<file path="config.mk">
export PLATFORM = sky130hd
export DESIGN_NAME = axi_output_adapter
export DESIGN_NICKNAME = d
export VERILOG_FILES = /design/src/rtl/mm_pkg.sv /design/src/rtl/axi_output_adapter.sv
export SDC_FILE = /design/constraint.sdc
export NUM_CORES = 1
export LEC_CHECK = 0
export CAP_MARGIN = 20
export CORE_AREA = 10 10 201 203
export DETAILED_ROUTE_END_ITERATION = 7
export DIE_AREA = 0 0 211 213
export PLACE_DENSITY_LB_ADDON = 0.15
export SKIP_CTS_REPAIR_TIMING = 1
export SLEW_MARGIN = 0
export SYNTH_ARGS = -nofsm -noshare
export SYNTH_HDL_FRONTEND = slang
export SYNTH_SLANG_ARGS = --single-unit
</file>
<file path="constraint.sdc">
create_clock -name clk -period 11.6 [get_ports clk]
set_clock_uncertainty 0.1 [all_clocks]
set_input_delay 2.32 -clock clk [delete_from_list [all_inputs] [get_ports clk]]
set_output_delay 2.32 -clock clk [all_outputs]
set_load 0.03 [all_outputs]
</file>
<file path="src/rtl/mm_pkg.sv">
// Shared types and helpers for the matrix-multiply datapath adapters.
package mm_pkg;

    typedef enum logic [1:0] {
        IDLE,
        SEND,
        DONE
    } out_state_t;

    localparam int CONV_W = 64;

    function automatic int idx_w(input int n);
        return (n * n > 1) ? $clog2(n * n) : 1;
    endfunction

    // Clamp a sign-extended value into the signed range of w bits.
    function automatic logic [CONV_W-1:0] sat_conv(
        input logic signed [CONV_W-1:0] v,
        input int                       w
    );
        logic signed [CONV_W-1:0] hi;
        logic signed [CONV_W-1:0] lo;
        hi = (64'sd1 <<< (w - 1)) - 64'sd1;
        lo = -hi - 64'sd1;
        if (v > hi) return $unsigned(hi);
        if (v < lo) return $unsigned(lo);
        return $unsigned(v);
    endfunction

endpackage

</file>
<file path="src/rtl/axi_output_adapter.sv">
// Captures an NxN result matrix and streams it row-major over AXI-Stream.
// Define AXI_OUT_SAT_EN to saturate elements to OUT_W instead of truncating.
module axi_output_adapter
    import mm_pkg::*;
#(
    parameter int N     = 4,
    parameter int ACC_W = 32,
    parameter int OUT_W = 16
) (
    input  logic                              clk,
    input  logic                              rst,
    input  logic                              enable,
    input  logic                              results_valid,
    input  logic [N-1:0][N-1:0][ACC_W-1:0]    results,
    output logic                              m_axis_tvalid,
    output logic [OUT_W-1:0]                  m_axis_tdata,
    output logic                              m_axis_tlast,
    input  logic                              m_axis_tready,
    output logic                              busy,
    output logic                              done,
    output logic                              overrun
);

    localparam int NN    = N * N;
    localparam int IDX_W = idx_w(N);
    localparam logic [IDX_W-1:0] LAST = IDX_W'(NN - 1);

    out_state_t       r_state;
    out_state_t       w_next;
    logic [IDX_W-1:0] r_idx;
    logic [IDX_W-1:0] w_idx_next;
    logic             w_capture;
    logic             r_overrun;
    logic [ACC_W-1:0] r_buf [NN];
    logic [ACC_W-1:0] w_elem;

    always_comb begin
        w_next        = r_state;
        w_idx_next    = r_idx;
        w_capture     = 1'b0;
        m_axis_tvalid = 1'b0;
        busy          = 1'b0;
        done          = 1'b0;
        unique case (r_state)
            IDLE: begin
                if (results_valid && enable) begin
                    w_capture  = 1'b1;
                    w_idx_next = '0;
                    w_next     = SEND;
                end
            end
            SEND: begin
                m_axis_tvalid = 1'b1;
                busy          = 1'b1;
                if (m_axis_tready) begin
                    if (r_idx == LAST) begin
                        w_idx_next = '0;
                        w_next     = DONE;
                    end else begin
                        w_idx_next = r_idx + IDX_W'(1);
                    end
                end
            end
            DONE: begin
                done   = 1'b1;
                w_next = IDLE;
            end
            default: w_next = IDLE;
        endcase
    end

    always_ff @(posedge clk or posedge rst) begin
        if (rst) begin
            r_state   <= IDLE;
            r_idx     <= '0;
            r_overrun <= 1'b0;
        end else begin
            r_state   <= w_next;
            r_idx     <= w_idx_next;
            r_overrun <= r_overrun | (results_valid && (r_state != IDLE));
        end
    end

    // Buffer is written only on capture, so array restarts never disturb a stream.
    always_ff @(posedge clk or posedge rst) begin
        if (rst) begin
            for (int i = 0; i < NN; i++) r_buf[i] <= '0;
        end else if (w_capture) begin
            for (int r = 0; r < N; r++)
                for (int c = 0; c < N; c++)
                    r_buf[r*N+c] <= results[r][c];
        end
    end

    assign w_elem       = r_buf[r_idx];
    assign m_axis_tlast = (r_state == SEND) && (r_idx == LAST);
    assign overrun      = r_overrun;

`ifdef AXI_OUT_SAT_EN
    logic signed [CONV_W-1:0] w_ext;
    logic        [CONV_W-1:0] w_sat;
    assign w_ext        = CONV_W'(signed'(w_elem));
    assign w_sat        = sat_conv(w_ext, OUT_W);
    assign m_axis_tdata = w_sat[OUT_W-1:0];
`else
    assign m_axis_tdata = w_elem[OUT_W-1:0];
`endif

endmodule

</file>
==> out/summary.log <==
qor: run_status.run_status finished, final reports clean
qor: die.area_of_the_core 36300 um^2
qor: placement.dp_slack 5.49 ns
qor: sta.drv_slew 0
qor: power.totalPowerFinal 4.49 mW
qor: die.design.die.area 44900 um^2
qor: placement.placed_cells 1451
qor: sta.max_clock_freq 151 MHz
qor: global_route.grt_max_degree 171
qor: global_route.grt_overflow_total 0
qor: power.power.switching 1.52 mW
qor: clock_tree.root_buffer sky130_fd_sc_hd__clkbuf_16
qor: worst_setup_path.timing.critical_path.slowest_cell_delay 1.02 ns
qor: cells_and_area.area_grow_syn2layout 34.5%
qor: power.comb_power_share 0.406
qor: worst_setup_path.cell_breakdown_of_the_critical_path buf_4 > mux2i_1 > a22oi_1 > mux2i_1 > o21ai_1 > clkdlybuf4s50_1
qor: logic_synthesis.post_synth.cell_area_avg 16.0 um^2
qor: logic_synthesis.yosysWarningCount 0
qor: routing.dr.pass1.iters 4
qor: clock_tree.max-clock-path-buffers 3
qor: logic_synthesis.ys_ff_latch 263
qor: logic_synthesis.synth_sequential_area_ratio 0.550
qor: sta.unrepaired_setup_endpoints_after_global_routing no
qor: clock_tree.number_of_cts_inserted_buffers 30
qor: power.pwr-share-clk 0.218
qor: power.internal_power 2.97 mW
qor: logic_synthesis.synth_largest_area_cell sky130_fd_sc_hd__dfrtp_1
qor: logic_synthesis.synth_top_cells_by_count sky130_fd_sc_hd__dfrtp_1, sky130_fd_sc_hd__mux2_2, sky130_fd_sc_hd__mux2i_1, sky130_fd_sc_hd__mux4_2, sky130_fd_sc_hd__buf_4
qor: global_route.grt_pass1_vias 8317
qor: clock_tree.cts.sink_count 263
qor: die.num_io_pins 538
qor: sta.slew-limit-headroom 0.297
qor: worst_setup_path.timing_worst_setup_path_type flop to primary output
qor: power.vdd.ir_drop.worst 0.158 mV
qor: placement.hpwl 25800 um
qor: sta.post-route-worst-setup-slack 4.96 ns
qor: placement.port_buffers 281
qor: clock_tree.clkLatencyLatePin 0.54 ns
qor: sta.final.setup.tns 0 ns
qor: run.max_cap_violations 0
qor: global_route.gr-usage-all-layers 0.159
qor: worst_setup_path.signal_arrival_time_at_the_worst_endpoint 4.22 ns
qor: die.chipHeight 213 um
qor: cells_and_area.instances_no_fill 1512
qor: logic_synthesis.postSynth.asyncResetShare 1.00
qor: logic_synthesis.yosysTopAreaCellShare 0.550
qor: global_route.antenna_violations_before_repair 14
qor: cells_and_area.final_util 0.444
qor: worst_setup_path.cpMaxStageDelayCell sky130_fd_sc_hd__dfrtp_4
qor: hold_path.hp_class flop to flop
qor: routing.drc_errors 0
qor: worst_setup_path.cp.required 9.18 ns
qor: clock_tree.cts.clk_slew.worst_paths 0.06 ns
qor: logic_synthesis.synth_area_leaders sky130_fd_sc_hd__dfrtp_1, sky130_fd_sc_hd__mux2_2, sky130_fd_sc_hd__mux4_2
qor: logic_synthesis.mappedNetlistNets 1267
qor: die.start_util 0.330
qor: sta.fin_crit_sh 0.572
qor: sta.final_count_of_negative_setup_slack_endpoints 0
qor: logic_synthesis.synth_enable_flop_cells 0
qor: cells_and_area.final_layout_size_suffix_gt1_frac 0.347
qor: routing.drt_wl_total 36000 um
qor: routing.vias 7490
qor: routing.drt-wirelength-per-cell 23.8 um
qor: worst_setup_path.setup.worst_path.end_class primary output
qor: sta.tightest_slew 1.05 ns
qor: logic_synthesis.synth_ff_type sky130_fd_sc_hd__dfrtp_1
qor: clock_tree.clock_tree.htree_level_count 1
qor: worst_setup_path.crit_path_start_kind flop
qor: sta.hold_viol 0
qor: clock_tree.tritoncts built
qor: logic_synthesis.netlist_instances 749
qor: placement.place_congestion 0.752
qor: logic_synthesis.synth.cell_area 12000 um^2
qor: worst_setup_path.crit_fanout 46
qor: power.power.sequential.fraction 0.376
qor: routing.antenna_left 0
qor: die.die_x 211 um
qor: cells_and_area.nets 1533
qor: power.power.static_leakage 6.38 nW
qor: global_route.grt_first_pass_wirelength 54100 um
qor: routing.routed_via_density 4.95
qor: routing.number_of_design_rule_violations_left_by_the_first_detailed_router_iteration 341
qor: power.swShare 0.339
qor: logic_synthesis.most_instantiated_library_cell_after_synthesis sky130_fd_sc_hd__dfrtp_1
qor: die.fp-row-count 70
qor: logic_synthesis.yosys.cell_types.count 31
qor: worst_setup_path.most_prevalent_standard_cell_on_the_critical_path sky130_fd_sc_hd__mux2i_1
qor: sta.timing.final.crit_period 6.64 ns
qor: power.power_density 279 nW/um^2
==> registers in the layout, indices dropped and copies added, names as in the netlist <==
register  flops
r_idx         4
overrun       1
r_buf       256
r_state       2
==> through the flow <==
| step | instance area [um^2] | hold slack [ns] |
|---|---|---|
| 3_5_place_dp | 15100 | 0.367 |
| 3_3_place_gp | 15100 | 0.350 |
| 4_1_cts | 16100 | 0.381 |
| 6_report | 16100 | 0.381 |
| 2_1_floorplan | 12000 | 0.352 |
| 5_1_grt | 16100 | 0.396 |
==> layout make-up <==
class / instances / area (um^2)
Antenna cell: 6 / 15.0
Inverter: 3 / 18.8
Fill cell: 3324 / 20200
Sequential cell: 263 / 6590
Clock inverter: 6 / 80.1
Timing Repair Buffer: 288 / 2880
Multi-Input combinational cell: 429 / 4980
Clock buffer: 49 / 943
Tap cell: 468 / 586
==> power by group through the flow <==
stage / Sequential [mW] / Combinational, mW / Clock, mW
2_1_floorplan: 1.54 / 1.36 / 0
3_3_place_gp: 1.69 / 1.86 / 0
3_5_place_dp: 1.71 / 1.87 / 0
4_1_cts: 1.70 / 1.88 / 1.00
5_1_grt: 1.76 / 1.97 / 1.04
6_report: 1.69 / 1.82 / 0.977
==> final timing paths <==
| path | startpoint | endpoint | slack [ns] | depth (start not counted) |
|---|---|---|---|---|
| max | r_idx[1]$_DFFE_PP0P_ | m_axis_tdata[12] | 4.96 | 6 |
| max in group asynchronous | rst | r_buf[163]$_DFFE_PP0P_ | 7.62 | 3 |
| min | overrun$_DFF_PP0_ | overrun$_DFF_PP0_ | 0.38 | 1 |
| max reg2reg | r_idx[1]$_DFFE_PP0P_ | r_idx[3]$_DFFE_PP0P_ | 8.72 | 6 |
| min in group asynchronous | rst | r_buf[39]$_DFFE_PP0P_ | 2.28 | 2 |
| min reg2reg | overrun$_DFF_PP0_ | overrun$_DFF_PP0_ | 0.38 | 1 |
==> layer usage <==
layer / wire, um / share of wire / up-vias / global-route usage
met1: 15700 / 0.43 / 3849 / 0.202
met3: 2840 / 0.079 / 49 / 0.0601
met4: 606 / 0.017 / 16 / 0.0302
li1: - / - / 3373 / -
met5: 114 / 0.0032 / - / 0
met2: 16800 / 0.47 / 203 / 0.253
==> placed cells by master, fill, tap and decap left out, drive strengths merged, types with 3 or more instances in the layout <==
cell type,n
clkinv,4
buf,7
diode,6
mux4,48
nand2,4
inv,3
mux2,256
mux2i,48
a32oi,16
clkdlybuf4s50,281
nor2b,3
dfrtp,263
o21ai,19
a22oi,16
clkbuf,49
==> cell families after synthesis <==
kind of cell	after synthesis	share of synthesized area
XOR/XNOR	1	0.000732
AO/OA/AOI/OAI	57	0.0337
multiplexers	352	0.372
adder cells (fa/ha/maj)	1	0.00105
AND/OR/NAND/NOR	18	0.00921
flip-flops	263	0.550
buffers and inverters	57	0.0336
==> critical path, delay by kind of cell, from the launching register on <==
family	cells	cell delay (ns)
mux	2	0.39
flops	1	1.02
compound gates	2	0.77
buf+inv	2	1.45
No activity file was read; power rests on OpenSTA's default activity.
==> RTL change 1: new RTL, same settings <==
Set the parameter `OUT_W` to 20 (it was 16).
--- a/src/rtl/axi_output_adapter.sv
+++ b/src/rtl/axi_output_adapter.sv
@@ -5,7 +5,7 @@
 #(
     parameter int N     = 4,
     parameter int ACC_W = 32,
-    parameter int OUT_W = 16
+    parameter int OUT_W = 20
 ) (
     input  logic                              clk,
     input  logic                              rst,
Ports: changed (resized m_axis_tdata); port bits go from 538 to 542. The function was not compared with the original's and may differ.
==> RTL change 1 against the original RTL <==
Total power rose by 21%; area after synthesis rose by 26%; sequential cell count increased by 64; die area did not move; final area rose by 24%; wire length increased by 19%; combinational power is 19% higher; count of clock-buffer cells in the layout rose by 11; first-iteration DRC count up 42%; setup slack improved by 0.25 ns.
==> RTL change 1: results (changes against the original RTL) <==
outcome:
  status: "finished, final reports clean"  # unchanged
placed_design:
  io_buffers: 349  # was 281
  dpl_worst_slack_ns: 5.678  # was 5.486 ns
  dp_cells: 1744  # was 1451
  hpwl_um: 30220  # was 25800 um
  placed_area_mm2: 0.01862  # was 0.01505 mm^2
synthesis:
  synth_compound_gate_area_share: 0.03831  # was 0.03368
  synth_mux_area_frac: 0.3577  # was 0.3715
  synthXorXnorAreaFrac: 0.0005830  # was 0.0007322
  seq_area_frac_synth: 0.5447  # was 0.5502
  yosys-top-cells-count: "327 x dfrtp_1, 325 x mux2_2, 97 x mux2i_1, 36 x a22oi_1, 34 x buf_6"  # was 263 x dfrtp_1, 252 x mux2_2, 48 x mux2i_1, 48 x mux4_2, 29 x buf_4
  synth_area_leaders: "dfrtp_1 54%, mux2_2 24%, mux2i_1 6.5%"  # was dfrtp_1 55%, mux2_2 24%, mux4_2 9.0%
  synthAdderAreaFrac: 0.0008328  # was 0.001046
  syn_nets: 1507  # was 1267
  avgSynthCellArea_um2: 15.19  # was 15.97 um^2
clock_network:
  cts_buffers: 40  # was 30
  h-tree-depth: 2  # was 1
grt:
  grt_use_met3: 0.06965  # was 0.06012
  antenna_found_initial: 16  # was 14
  track_usage: 0.1897  # was 0.1587
  grt_pass1_wl_um: 64980  # was 54060 um
  grtUsageMet2: 0.2799  # was 0.2529
critical_path:
  critPathSlowestCell: "buf_4"  # was dfrtp_4
  crit_path_end: "m_axis_tdata[9]"  # was m_axis_tdata[12]
  cpPeakStageDelay_ns: 0.82  # was 1.02 ns
  crit_path_start: "r_idx[2]"  # was r_idx[1]
  ff2ff_setup_slack_ns: 9.13  # was 8.72 ns
  timing.rr.end: "r_buf[194]"  # was r_idx[3]
cells_and_area:
  largest_registers: "r_buf: 320 flops, r_idx: 4 flops, r_state: 2 flops"  # was r_buf: 256 flops, r_idx: 4 flops, r_state: 2 flops
pwr:
  switching_share: 0.3339  # was 0.3386
  p_seq_w: 0.00208  # was 0.00169 W
  leakage_nw: 8.147  # was 6.381 nW
  peakVddDrop_v: 0.0001263  # was 0.0001577 V
timing:
  period_needed_ns: 6.386  # was 6.639 ns
  tightest_slew_ns: 1.203  # was 1.055 ns
  whs_ns: 0.3693  # was 0.3811 ns
drt:
  dr_wl_met3_um: 3690  # was 2841 um
  drt-total-wl_um: 42930  # was 35990 um
  routedWlPerCell_um: 23.59  # was 23.80 um
[RTL change 1: cell count changes after synthesis, sizes merged, moves of 17 or more]
| cell | change |
|---|---|
| mux2 | +69 |
| dfrtp | +64 |
| mux2i | +49 |
| nand3 | +22 |
| a22oi | +20 |
| buf | +17 |
[RTL change 1: logic make-up after synthesis]
logic type / count (synthesis)
muxes: 455
and+or+nand+nor: 47
xor gates and xnor gates: 1
buffers and inverters: 76
DFF: 327
AOI/OAI and AO/OA: 82
adders and majority gates: 1
[RTL change 1: layout make-up]
cell class,count,area (um^2)
Antenna cell,5,12.51
Clock buffer,60,1187
Clock inverter,10,86.33
Fill cell,2996,16330
Inverter,2,15.01
Multi-Input combinational cell,586,6231
Sequential cell,327,8192
Tap cell,468,585.6
Timing Repair Buffer,362,3623
[RTL change 1: critical path, delay by kind of cell (launching register included)]
family	cells	cell delay (ns)
multiplexers	1	0.18
AO/OA/AOI/OAI	3	0.89
buffers and inverters	2	1.54
flip-flops	1	0.78
==> RTL change 2: new RTL, same settings <==
Made on the original files. Make the reset (`rst`) synchronous in 2 clocked blocks.
--- a/src/rtl/axi_output_adapter.sv
+++ b/src/rtl/axi_output_adapter.sv
@@ -69,7 +69,7 @@
         endcase
     end
 
-    always_ff @(posedge clk or posedge rst) begin
+    always_ff @(posedge clk) begin
         if (rst) begin
             r_state   <= IDLE;
             r_idx     <= '0;
@@ -82,7 +82,7 @@
     end
 
     // Buffer is written only on capture, so array restarts never disturb a stream.
-    always_ff @(posedge clk or posedge rst) begin
+    always_ff @(posedge clk) begin
         if (rst) begin
             for (int i = 0; i < NN; i++) r_buf[i] <= '0;
         end else if (w_capture) begin
Formal check against the unedited RTL: differs if rst is asserted again (counterexample within 4 cycles, from zero or initial values and one cycle with rst high); with rst held inactive, the same outputs for 4 cycles.
==> RTL change 2 against the original RTL <==
Area after synthesis down 1.3%; global-route usage is 1.2 points lower; setup slack gained 0.32 ns; highest routed layer unchanged; critical path depth fell by 1; count of clock-buffer cells in the layout shrank 6; sequential cell count up 4; utilization fell by 0.47 points; final area fell by 1.1%; sequential share of layout area up 8.8 points; wire length shrank 6.4%.
Power is not compared: it rests on default switching activity, and its combinational part moved more than twofold at a synthesized area within 25%.
==> RTL change 2: results (changes against the original RTL) <==
clock_network:
  cts_buffers: 29  # was 30
  clk_path_buf_depth: 3  # unchanged
  cts_root_buf: "clkbuf_16"  # unchanged
  path_clk_slew_ns: 0.06  # about the same
  clock_latency_ns: 0.54  # about the same
  h-tree-depth: 1  # unchanged
grt:
  antenna_found_initial: 3  # was 14
  track_usage: 0.1464  # was 0.1587
  first_global_vias: 7574  # was 8317
  grt_pass1_wl_um: 49090  # was 54060 um
  grt_max_degree: 122  # was 171
critical_path:
  worst-path-max-fanout: 33  # was 46
  cpPeakStageDelay_ns: 0.80  # was 1.02 ns
  cp_data_arrival_time_ns: 3.90  # was 4.22 ns
  crit_family: "buffers and inverters"  # unchanged
  critPathSlowestCell: "dfxtp_4"  # was dfrtp_4
drt:
  routedWlPerCell_um: 22.62  # was 23.80 um
  initialDrtViolationCount: 345  # was 341
  vias: 6999  # was 7490
  firstDrtPassIters: 4  # unchanged
pwr:
  leakage_nw: 5.648
  peakVddDrop_v: 0.0001058
cells_and_area:
  largest_registers: "r_buf: 256 flops, r_idx: 4 flops, r_state: 2 flops"  # unchanged
  drive_above_1_share: 0.1109  # was 0.3468
  nets: 1514  # was 1533
  fillers: 3332  # was 3324
placed_design:
  hpwl_um: 23640  # was 25800 um
  io_buffers: 281  # unchanged
  place_congestion: 0.7225  # was 0.7523
  dpl_worst_slack_ns: 5.629  # was 5.486 ns
synthesis:
  synth.distinct_cells: 34  # was 31
  synth_area_leaders: "edfxtp_1 65%, mux4_2 10%, and2_1 8.6%"  # was dfrtp_1 55%, mux2_2 24%, mux4_2 9.0%
  yosys-top-cells-count: "256 x edfxtp_1, 162 x and2_1, 99 x nor2b_1, 54 x mux4_2, 32 x a22oi_1"  # was 263 x dfrtp_1, 252 x mux2_2, 48 x mux2i_1, 48 x mux4_2, 29 x buf_4
  seq_area_frac_synth: 0.6695  # was 0.5502
  ys.flop_type: "edfxtp_1"  # was dfrtp_1
  synth-edff-count: 256  # was 0
  ys_warn_count: 0  # unchanged
  syn_nets: 1244  # was 1267
  synthArstFlopShare: 0  # was 1.000
outcome:
  status: "finished, final reports clean"  # unchanged
timing:
  tightest_slew_ns: 1.038  # was 1.055 ns
hold_path:
  min_path_type: "flop to flop"  # unchanged
==> RTL change 2: cell type report <==
cell class | instances | area share
Multi-Input combinational cell | 406 | 0.2275
Timing Repair Buffer | 290 | 0.1808
Clock buffer | 43 | 0.05203
Antenna cell | 2 | 0.0003144
Tap cell | 468 | 0.03678
Clock inverter | 11 | 0.004951
Sequential cell | 267 | 0.4972
Inverter | 2 | 0.0004715
==> RTL change 2: routing by layer <==
layer | up-vias | track usage | share of wire
met5 | - | 0 | 0.00062
met4 | 4 | 0.02872 | 0.017
met3 | 38 | 0.05147 | 0.092
met2 | 262 | 0.2241 | 0.44
met1 | 3440 | 0.1971 | 0.45
li1 | 3255 | - | -
==> RTL change 2: worst paths after layout <==
kind	endpoint	startpoint	slack (ns)	depth (start not counted)
worst max-delay path	m_axis_tdata[6]	flop	5.28	5
worst min-delay path	overrun	overrun	0.38	2
worst max register to register	r_buf[4][1]	r_state[1]	8.10	4
worst min register to register	overrun	overrun	0.38	2
==> RTL change 2: per-stage QoR <==
stage / hold WS [ns] / area (um^2) / instances / total power [W] / util
2_1_floorplan: 0.3632 / 11810 / 726 / 0.001267 / -
3_3_place_gp: 0.3748 / 15010 / 1433 / 0.001397 / 0.4139
3_5_place_dp: 0.3609 / 15010 / 1433 / 0.001399 / 0.4139
4_1_cts: 0.3781 / 15920 / 1487 / 0.002285 / 0.4389
5_1_grt: 0.4180 / 15920 / 1487 / 0.002342 / 0.4389
6_report: 0.3773 / 15920 / 1489 / 0.002252 / 0.4391
==> RTL change 2: logic make-up (layout without fill, tap and decap cells) <==
kind of cell,count (synthesis),in the layout,share of synthesized area
other,0,2,0
multiplexers,64,64,0.1252
adder cells (fa/ha/maj),1,1,0.001059
buffers and inverters,53,346,0.02553
AND/OR/NAND/NOR,299,299,0.1535
AO/OA/AOI/OAI,42,42,0.02521
flip-flops,267,267,0.6695
==> RTL change 2: worst min-delay path, stage by stage, from the launching register on <==
cell and delay, ns:
dfxtp_1 0.33, inv_1 0.05, a21oi_1 0.05
==> RTL change 2: report_power, final <==
part           total [W]  switching [W]  leakage [nW]  internal (W)
sequential       0.00115      0.0000191          2.79       0.00113
clock           0.000876       0.000364         0.448      0.000513
combinational   0.000227      0.0000933          2.41      0.000133
